==> config.mk <==
export PLATFORM = sky130hd
export DESIGN_NAME = cg_timer_sched
export DESIGN_NICKNAME = d
export VERILOG_FILES = /design/src/rtl/cg_timer_sched_pkg.sv /design/src/rtl/cg_rr_arbiter.sv /design/src/rtl/cg_timer_sched.sv
export SDC_FILE = /design/constraint.sdc
export NUM_CORES = 1
export LEC_CHECK = 0
export CORE_ASPECT_RATIO = 0.9
export CORE_MARGIN = 8
export CORE_UTILIZATION = 50
export DETAILED_ROUTE_END_ITERATION = 7
export MAX_ROUTING_LAYER = met4
export PLACE_DENSITY = 0.9
export SLEW_MARGIN = 20
export SYNTH_ARGS = -nofsm -noshare
export SYNTH_HDL_FRONTEND = slang
export SYNTH_SLANG_ARGS = --single-unit
==> constraint.sdc <==
create_clock -name i_clk -period 5.58 [get_ports i_clk]
set_input_delay 1.116 -clock i_clk [delete_from_list [all_inputs] [get_ports i_clk]]
set_output_delay 1.116 -clock i_clk [all_outputs]
set_load 0.1 [all_outputs]
==> src/rtl/cg_timer_sched_pkg.sv <==
// Shared types and helpers for the round-robin interval timer scheduler.
package cg_timer_sched_pkg;

  typedef enum logic [1:0] {
    StIdle,
    StRun,
    StDone
  } state_t;

  // Index width for a requester vector; a minimum of 1 keeps the ports legal.
  function automatic int idx_w(input int n);
    return (n > 1) ? $clog2(n) : 1;
  endfunction

endpackage

==> src/rtl/cg_rr_arbiter.sv <==
// Combinational round-robin pick: first set request at or after ptr, wrapping.
module cg_rr_arbiter
  import cg_timer_sched_pkg::*;
#(
  parameter int unsigned N_REQ = 4,
  localparam int         IDX_W = idx_w(N_REQ)
) (
  input  logic [N_REQ-1:0] req,
  input  logic [IDX_W-1:0] ptr,
  output logic [N_REQ-1:0] gnt,
  output logic [IDX_W-1:0] idx,
  output logic             valid
);

  int unsigned      k;
  logic [N_REQ-1:0] req_rot;

  always_comb begin
    gnt     = '0;
    idx     = '0;
    valid   = 1'b0;
    k       = 0;
    req_rot = '0;
    for (int unsigned i = 0; i < N_REQ; i++) begin
      k       = (32'(ptr) + i) % N_REQ;
      req_rot = req >> k;
      if (!valid && req_rot[0]) begin
        valid = 1'b1;
        idx   = IDX_W'(k);
        gnt   = N_REQ'(1) << k;
      end
    end
  end

endmodule

==> src/rtl/cg_timer_sched.sv <==
// Shares one cycle counter among N_REQ requesters, one timed interval per grant.
module cg_timer_sched
  import cg_timer_sched_pkg::*;
#(
  parameter int unsigned N_REQ      = 4,
  parameter int unsigned DATA_WIDTH = 32,
  localparam int         IDX_W      = idx_w(N_REQ)
) (
  input  logic                        i_clk,
  input  logic                        i_rst,
  input  logic [N_REQ-1:0]            i_req,
  input  logic [N_REQ*DATA_WIDTH-1:0] i_len,
  input  logic                        i_pause,
  output logic [N_REQ-1:0]            o_gnt,
  output logic [IDX_W-1:0]            o_owner,
  output logic [DATA_WIDTH-1:0]       o_count,
  output logic [N_REQ-1:0]            o_done,
  output logic                        o_busy
);

  state_t                state_q, state_d;
  logic [IDX_W-1:0]      ptr_q, ptr_d;
  logic [IDX_W-1:0]      owner_q, owner_d;
  logic [DATA_WIDTH-1:0] len_q, len_d;
  logic [DATA_WIDTH-1:0] count_q, count_d;
  logic [N_REQ-1:0]      gnt_q, gnt_d;
  logic [N_REQ-1:0]      done_q, done_d;

  logic [N_REQ-1:0]      arb_gnt;
  logic [IDX_W-1:0]      arb_idx;
  logic                  arb_valid;
  logic [DATA_WIDTH-1:0] sel_len;
  logic [IDX_W-1:0]      owner_next;
  logic                  own_req;
  logic                  terminal;

  cg_rr_arbiter #(
    .N_REQ (N_REQ)
  ) u_arb (
    .req   (i_req),
    .ptr   (ptr_q),
    .gnt   (arb_gnt),
    .idx   (arb_idx),
    .valid (arb_valid)
  );

  always_comb begin
    sel_len = '0;
    for (int unsigned k = 0; k < N_REQ; k++) begin
      if (arb_idx == IDX_W'(k)) sel_len = i_len[k*DATA_WIDTH +: DATA_WIDTH];
    end
  end

  assign owner_next = (owner_q == IDX_W'(N_REQ - 1)) ? '0 : owner_q + IDX_W'(1);
  assign own_req    = i_req[owner_q];
  assign terminal   = (count_q == len_q - DATA_WIDTH'(1));

  always_comb begin
    state_d = state_q;
    ptr_d   = ptr_q;
    owner_d = owner_q;
    len_d   = len_q;
    count_d = count_q;
    gnt_d   = gnt_q;
    done_d  = '0;
    case (state_q)
      StIdle: begin
        if (arb_valid) begin
          state_d = StRun;
          owner_d = arb_idx;
          // A zero length still takes one RUN cycle.
          len_d   = (sel_len == '0) ? DATA_WIDTH'(1) : sel_len;
          count_d = '0;
          gnt_d   = arb_gnt;
        end
      end
      StRun: begin
        // Abort wins over terminal count; the count is left where it stopped.
        if (!own_req) begin
          state_d = StIdle;
          gnt_d   = '0;
          ptr_d   = owner_next;
        end else if (!i_pause) begin
          if (terminal) begin
            state_d = StDone;
            gnt_d   = '0;
            done_d  = N_REQ'(1) << owner_q;
            ptr_d   = owner_next;
          end else begin
            count_d = count_q + DATA_WIDTH'(1);
          end
        end
      end
      StDone: begin
        state_d = StIdle;
      end
      default: begin
        state_d = StIdle;
        gnt_d   = '0;
      end
    endcase
  end

  always_ff @(posedge i_clk) begin
    if (i_rst) begin
      state_q <= StIdle;
      ptr_q   <= '0;
      owner_q <= '0;
      len_q   <= '0;
      count_q <= '0;
      gnt_q   <= '0;
      done_q  <= '0;
    end else begin
      state_q <= state_d;
      ptr_q   <= ptr_d;
      owner_q <= owner_d;
      len_q   <= len_d;
      count_q <= count_d;
      gnt_q   <= gnt_d;
      done_q  <= done_d;
    end
  end

  assign o_gnt   = gnt_q;
  assign o_owner = owner_q;
  assign o_count = count_q;
  assign o_done  = done_q;
  assign o_busy  = (state_q != StIdle);

endmodule

==> results.yml, run 1 <==
floorplanning:
  core_area_um2: 13300
  num_io_pins: 178
  rows: 40
  initial_utilization_pct: 50.9
  dieArea_um2: 17500
  die_width_um: 138
  die_h_um: 126
timing:
  min_period_ps: 4560
  report.final.setup_viol: 0
  max_freq_mhz: 219
  slew_headroom_pct: 32.6
  slew_viol_final: 0
  finalWorstSetupSlack_ps: 1020
  finalCritPeriodShare_pct: 81.7
  tns_ps: 0
  finalHoldViolCount: 0
  rsz0062_at_grt: "no"
  clock_skew_ps: 10.4
  tightest_slew_ps: 1010
detailed_routing:
  drt_iter0_drc: 936
  drc: 1
  ant_nets: 0
  wl_per_cell_um: 19.3
  vias_per_cell: 6.49
  wl_mm: 23.8
  dr.pass1.iters: 8
  via_count: 8037
setup_path:
  cp-end-kind: "flip-flop"
  critPathArrivalTime_ps: 4810
  path_max_fanout: 31
  crit_chain: "clkdlybuf4s50_1 > mux4_2 > nand2b_1 > nand2_1 > a21o_2 > buf_4 > mux2_2 > o32ai_1 > nand4_1 > o31ai_1"
  crit_required_ps: 5830
  slowest_delay_ps: 630
  crit_path_start_kind: "primary input"
  criticalPathCategory: "in -> reg"
  crit_slowest_cell: "mux4_2"
global_route:
  globalRouteTotalUtil_pct: 26.5
  grt_pass1_wl_mm: 38.1
  grt_pass1_vias: 7486
  antenna_found_initial: 0
  grt_max_degree: 60
  overflow: 0
clock_network:
  cts_tree: "built"
  cts_resized: 0
  post_cts_buffers: 0
  htreeDepth: 3
  cts_sinks: 78
  cts-root-buf: "clkbuf_16"
  ctsHoldBuffers: 0
  clockBufferDepth: 2
  clk_pin_slew_ps: 60
  clock_latency_ps: 340
  cts_made_buffers: 9
final_layout:
  n_antenna_cell: 0
  final_area_um2: 8940
  post-route-util_pct: 67.4
  finalNonFillerCells: 1238
  num-fill-cells: 1077
  drive_above_1_share_pct: 6.36
  fin_nets: 1212
  area_delta_synth_final_pct: 32.5
  layout_common_cells: "clkdlybuf4s50_1 (177), nand2_1 (149), a21oi_1 (86)"
  final_common_cell: "clkdlybuf4s50_1"
synth:
  synth_fp_nets: 1071
  syn_area_um2: 6750
  syn_avg_cell_area_um2: 7.30
  synthDistinctLibCells: 72
  syn_inst: 925
  async_reset_ff_share_pct: 0
  synth_ff_type: "dfxtp_1"
  ys_seq_elements: 78
  yosysSeqAreaShare_pct: 23.1
  yosys_warnings: 0
  synth-edff-count: 0
status:
  failed_checks: "design-rule violations"
  status: "complete, but fails checks"
place:
  dp_slack_ps: 747
  dp.final_hpwl_mm: 18.6
  port_buffers: 177
  placed_area_um2: 8620
  routabilityCongestion: 0.960
  dp_cells: 1223
power:
  ir_drop_mv: 0.178
  power_density_nw_per_um2: 331
  power.leakage_nw: 3.18
job:
  cap_violations: 0
worst_hold_path:
  hold_path_class: "reg -> reg"
## synth_stat cells (8+ instances only)
master    count  area share (%)
buf_2        19             1.4
o211ai_1     15             1.7
and3_1       15             1.4
nand4_1      22             2.0
mux2i_1      34             5.0
nor3_1       22             1.6
a21oi_1      88             6.5
nand4b_1      9             1.2
o31ai_1      15             1.7
nand2_1     149             8.3
o21ai_0      34             2.5
nor2b_1       8            0.74
nor4_1       12             1.1
inv_1        16            0.89
and2_1       13             1.2
nor2_1       40             2.2
or3_1        24             2.2
ha_1         11             2.0
a221oi_1     13             1.7
nand2b_1     15             1.4
or4_1        23             2.6
xor2_1       22             2.9
dfxtp_1      78              23
clkbuf_1     44             2.4
nand3_1      43             3.2
xnor2_1      18             2.3
## kinds of logic (layout without fill, tap and decap cells)
logic type                 count (synthesis)  in the layout  synth area share [%]
DFF                                       78             78                  23.1
buffers and inverters                     87            232                  5.38
xor gates and xnor gates                  40             40                  5.19
muxes                                     46             46                  7.71
adders and majority gates                 11             11                  2.04
AOI/OAI and AO/OA                        234            234                  22.6
and+or+nand+nor                          429            429                  33.9
## registers in the layout (all words and copies together), names as in the netlist
signal and cells:
o_owner 2, o_gnt 4, state_q 2, len_q 32, ptr_q 2, o_count 32
o_done 4
## final timing paths
check	from	to	slack (ps)	cells past startpoint
worst min-delay path	len_q[30]	len_q[30]	490	2
worst max-delay path	i_req[2]	len_q[0]	1020	10
worst max register to register	ptr_q[1]	len_q[0]	1080	11
worst min register to register	len_q[30]	len_q[30]	490	2
## cell type report
class	count	area, µm²	area share [%]
multi-input combinational	760	4840	54.1
timing repair buffer	200	1940	21.7
sequential	78	1560	17.5
clock buffer	10	239	2.67
tap	168	210	2.35
clock inverter	5	82.6	0.923
inverter	17	63.8	0.713
## where the power goes
group          total, mW  internal [mW]  switching, mW
sequential         0.762          0.629          0.134
clock              0.637          0.403          0.234
combinational       1.56          0.635          0.928
## worst max-delay path, delay by kind of cell
| family | cells | cell delay, ps |
|---|---|---|
| multiplexers | 2 | 1030 |
| buffers and inverters | 2 | 1010 |
| AO/OA/AOI/OAI | 3 | 920 |
| AND/OR/NAND/NOR | 3 | 710 |
## stage by stage
| step | total power, mW | hold slack [ps] |
|---|---|---|
| detailed placement | 2.29 | 480 |
| CTS | 2.93 | 488 |
| global placement | 2.25 | 464 |
| finish | 2.96 | 487 |
| global route | 3.14 | 513 |
| floorplan | 1.84 | 451 |
## layer usage
| layer | global-route usage, % | routed length [µm] |
|---|---|---|
| met3 | 4.21 | 2110 |
| met5 | - | 0 |
| met2 | 42.5 | 11000 |
| met4 | 9.07 | 905 |
| met1 | 33.3 | 9780 |
Power figures use the tool's default switching activity.
==> run 2: changes to the inputs <==
Clock period 5.58 ns to 4.4 ns, I/O delays scaled along.
==> run 2 against run 1 <==
  * Worst hold slack worse by 1.3 ps
  * The run now ends clean
  * Largest cell class unchanged
  * Power up 28%
  * Critical endpoint unchanged
  * Clock-buffer cell count down 1
  * Die area unchanged
  * Wire length up 1.4%
  * Largest power group unchanged
==> results.yml, run 2 (synthesis results as in run 1) <==
status:
  status: "completed"
clock_network:
  cts_resized: 0
  cts_made_buffers: 9
  cts-root-buf: "clkbuf_16"
  clockBufferDepth: 2
  clock_latency_ps: 350
  clk_pin_slew_ps: 60
  post_cts_buffers: 0
  htreeDepth: 3
  cts_sinks: 78
  ctsHoldBuffers: 0
  cts_tree: "built"
final_layout:
  num-fill-cells: 1097
  finalNonFillerCells: 1253
  area_delta_synth_final_pct: 34.5
  n_antenna_cell: 0
  drive_above_1_share_pct: 7.65
  multi_input_area_um2: 4850
  ff_latch_area_um2: 1560
  final_area_um2: 9080
  layout_common_cells: "clkdlybuf4s50_1 (177), nand2_1 (149), a21oi_1 (86)"
  final_common_cell: "clkdlybuf4s50_1"
  fin_nets: 1226
global_route:
  grt_pass1_vias: 7568
  grt_pass1_wl_mm: 38.3
  antenna_found_initial: 0
  globalRouteTotalUtil_pct: 27.0
  overflow: 0
  grt_max_degree: 60
setup_path:
  critPathArrivalTime_ps: 4250
  path_max_fanout: 31
  crit_required_ps: 4660
  cp-end-kind: "flip-flop"
  crit_path_start_kind: "primary input"
  criticalPathCategory: "in -> reg"
floorplanning:
  initial_utilization_pct: 50.9
  core_area_um2: 13300
  die_width_um: 138
  dieArea_um2: 17500
  rows: 40
  num_io_pins: 178
  die_h_um: 126
timing:
  tns_ps: 0
  finalCritPeriodShare_pct: 90.7
  finalHoldViolCount: 0
  rsz0062_at_grt: "no"
  hold-worst-slack_ps: 485
  tightest_slew_ps: 1020
  max_freq_mhz: 251
  clock_skew_ps: 11.5
  slew_headroom_pct: 32.0
  min_period_ps: 3990
  report.final.setup_viol: 0
  slew_viol_final: 0
detailed_routing:
  ant_nets: 0
  dr.pass1.iters: 5
  wl_mm: 24.2
  via_count: 7983
  drc: 0
  wl_per_cell_um: 19.3
  vias_per_cell: 6.37
  drt_iter0_drc: 747
power:
  total_power_mw: 3.78
  p_sw_mw: 1.68
  seqPwrFrac_pct: 25.4
  p_int_mw: 2.10
  combPwrFrac_pct: 54.1
  power.leakage_nw: 3.25
  p_clk_share_pct: 20.5
  power_density_nw_per_um2: 417
  netSwitchingFraction_pct: 44.5
  ir_drop_mv: 0.216
place:
  port_buffers: 177
  dp_cells: 1237
  dp.final_hpwl_mm: 19.1
  routabilityCongestion: 0.985
  placed_area_um2: 8770
worst_hold_path:
  hold_path_class: "reg -> reg"
job:
  cap_violations: 0
run 2: routing by layer:
| layer | vias up | wire (µm) | global-route usage [%] | part of all wire [%] |
|---|---|---|---|---|
| li1 | 3781 | - | - | - |
| met1 | 3735 | 10300 | 33.1 | 42 |
| met2 | 412 | 11200 | 42.8 | 46 |
| met3 | 55 | 1970 | 5.11 | 8.1 |
| met4 | 0 | 741 | 11.7 | 3.1 |
| met5 | - | 0 | - | 0 |
run 2: power by group through the flow:
stage / sequential (mW) / clock, mW / combinational [mW]
after CTS: 0.953 / 0.786 / 2.01
after global placement: 0.964 / 0 / 1.97
after global routing: 0.972 / 0.811 / 2.23
final: 0.960 / 0.776 / 2.05
after floorplan: 0.970 / 0 / 1.37
after detailed placement: 0.969 / 0 / 2.00
run 2: worst max-delay path, cell delays in order:
cell	delay, ps
clkdlybuf4s50_1	530
mux4_2	520
nand2b_1	200
a21oi_1	390
a21o_2	530
buf_12	270
mux2i_1	280
o21ai_0	130
o22ai_1	200
nand4b_1	120
o31ai_1	190
run 2: per-stage QoR:
stage	utilization, %	setup WS [ps]
2_1_floorplan	-	385
3_3_place_gp	66.1	197
3_5_place_dp	66.1	87.0
4_1_cts	68.4	449
5_1_grt	68.4	90.5
6_report	68.4	409
run 2: final cells by class:
type	instances	area share (%)
Clock inverter	7	0.882
Multi-Input combinational cell	760	53.4
Timing Repair Buffer	214	23.0
Inverter	17	0.703
Clock buffer	9	2.48
Tap cell	168	2.32
Sequential cell	78	17.2
run 2: final timing paths:
path / startpoint / to / slack [ps] / depth (start not counted)
worst min-delay path: len_q[30] / len_q[30] / 490 / 2
worst min register to register: len_q[30] / len_q[30] / 490 / 2
worst max-delay path: i_req[3] / len_q[0] / 410 / 11
worst max register to register: len_q[0] / o_count[22] / 450 / 12
==> run 3: changes to the inputs <==
Settings changed: CELL_PAD_IN_SITES_DETAIL_PLACEMENT set to 1, CELL_PAD_IN_SITES_GLOBAL_PLACEMENT set to 2, CORE_UTILIZATION 50 to 27, PLACE_DENSITY 0.9 to 0.89.
==> run 3 against run 2 <==
  * Wire length rose by 18%
  * Sequential power rose by 1%
  * Non-clock buffer count rose by 5
  * Critical endpoint unchanged
==> results.yml, run 3 (synthesis results as in run 1) <==
setup_path:
  crit_required_ps: 4660
  cp-end-kind: "flip-flop"
  crit_path_start_kind: "primary input"
  critPathArrivalTime_ps: 4220
  criticalPathCategory: "in -> reg"
  worstReg2RegStart: "len_q[4]"
  crit_start: "i_req[2]"
  path_max_fanout: 7
global_route:
  grt_pass1_wl_mm: 45.7
  overflow: 0
  grt_pass1_vias: 8214
  globalRouteTotalUtil_pct: 19.1
  grt_max_degree: 45
  antenna_found_initial: 0
worst_hold_path:
  hold_path_class: "reg -> reg"
  min_from: "len_q[30]"
timing:
  report.final.setup_viol: 0
  min_period_ps: 3960
  tightest_slew_ps: 1050
  finalHoldViolCount: 0
  slew_viol_final: 0
  clock_skew_ps: 9.34
  rsz0062_at_grt: "no"
  hold-worst-slack_ps: 498
  finalCritPeriodShare_pct: 90.1
  slew_headroom_pct: 30.2
  tns_ps: 0
  max_freq_mhz: 252
final_layout:
  fin_nets: 1231
  final_common_cell: "clkdlybuf4s50_1"
  num-fill-cells: 3054
  drive_above_1_share_pct: 8.17
  ff_latch_area_um2: 1560
  multi_input_area_um2: 4840
  n_antenna_cell: 0
  area_delta_synth_final_pct: 38.2
  layout_common_cells: "clkdlybuf4s50_1 (176), nand2_1 (149), a21oi_1 (86)"
detailed_routing:
  wl_per_cell_um: 19.9
  wl_mm: 28.6
  dr.pass1.iters: 5
  ant_nets: 0
  via_count: 7833
  vias_per_cell: 5.47
  drt_iter0_drc: 459
  drc: 0
status:
  status: "completed"
clock_network:
  cts_tree: "built"
  clk_pin_slew_ps: 60
  post_cts_buffers: 0
  cts-root-buf: "clkbuf_16"
  ctsHoldBuffers: 0
  cts_resized: 0
  clockBufferDepth: 2
  cts_sinks: 78
  cts_made_buffers: 9
  htreeDepth: 3
  clock_latency_ps: 360
power:
  p_int_mw: 2.16
  power.leakage_nw: 3.29
  power_density_nw_per_um2: 418
  p_clk_share_pct: 21.4
  seqPwrFrac_pct: 24.9
  p_sw_mw: 1.74
  ir_drop_mv: 0.224
  combPwrFrac_pct: 53.7
  netSwitchingFraction_pct: 44.7
place:
  port_buffers: 177
  routabilityCongestion: 0.928
  dp.final_hpwl_mm: 22.8
floorplanning:
  die_h_um: 166
  die_width_um: 183
  core_area_um2: 24800
  rows: 55
  num_io_pins: 178
  dieArea_um2: 30300
  initial_utilization_pct: 27.2
job:
  cap_violations: 0
-- run 3: cell count changes in the layout (fill, tap and decap cells not counted), sizes merged --
cell | previous run | this run
clkinv | 2 | 3
clkinvlp | 1 | 0
buf | 37 | 43
clkdlybuf4s50 | 177 | 176
bufinv | 1 | 2
inv | 20 | 19
-- run 3: critical path: stages --
cell             delay, ps
clkdlybuf4s50_1        470
mux4_2                 520
nand2b_1               200
a21oi_1                440
nor2_1                 230
a2111o_1               470
or4_1                  520
o22ai_1                140
nand4b_1               110
o31ai_1                230
-- run 3: cell type report --
cell class / count / area share, %
clock buffer: 9 / 2.42
inverter: 17 / 0.684
clock inverter: 7 / 1.03
sequential: 78 / 16.7
tap: 342 / 4.59
timing repair buffer: 219 / 22.6
multi-input combinational: 760 / 51.9
-- run 3: worst paths after layout --
check / slack, ps / cells after the start / end
hold / removal: 500 / 2 / len_q[30]
setup / recovery: 440 / 10 / len_q[0]
setup reg to reg: 470 / 10 / o_count[16]
hold reg to reg: 500 / 2 / len_q[30]
-- run 3: routing by layer --
layer  track usage (%)  share of wire [%]  wire, µm  up-vias
met5                 -                  0         0        -
met4              5.13                1.7       474        0
met3              3.06                4.5      1300       31
met2              31.2                 47     13500      226
met1              24.2                 47     13300     3794
li1                  -                  -         -     3782
-- run 3: metrics by stage --
stage          power [mW]  setup slack (ps)  area, µm²  instances  utilization, %
5_1_grt              4.14               197       9330       1432            37.5
4_1_cts              3.91               481       9330       1432            37.5
6_report             3.90               437       9330       1432            37.5
2_1_floorplan        2.34               385       6750        925               -
3_5_place_dp         3.06               111       9000       1416            36.2
3_3_place_gp         3.00               253       9000       1416            36.2
-- run 3: power by group through the flow --
stage | registers (mW) | logic, mW | clock network [mW]
global placement | 0.977 | 2.03 | 0
finish | 0.970 | 2.09 | 0.834
CTS | 0.968 | 2.09 | 0.851
global route | 0.984 | 2.28 | 0.874
floorplan | 0.970 | 1.37 | 0
detailed placement | 0.982 | 2.07 | 0
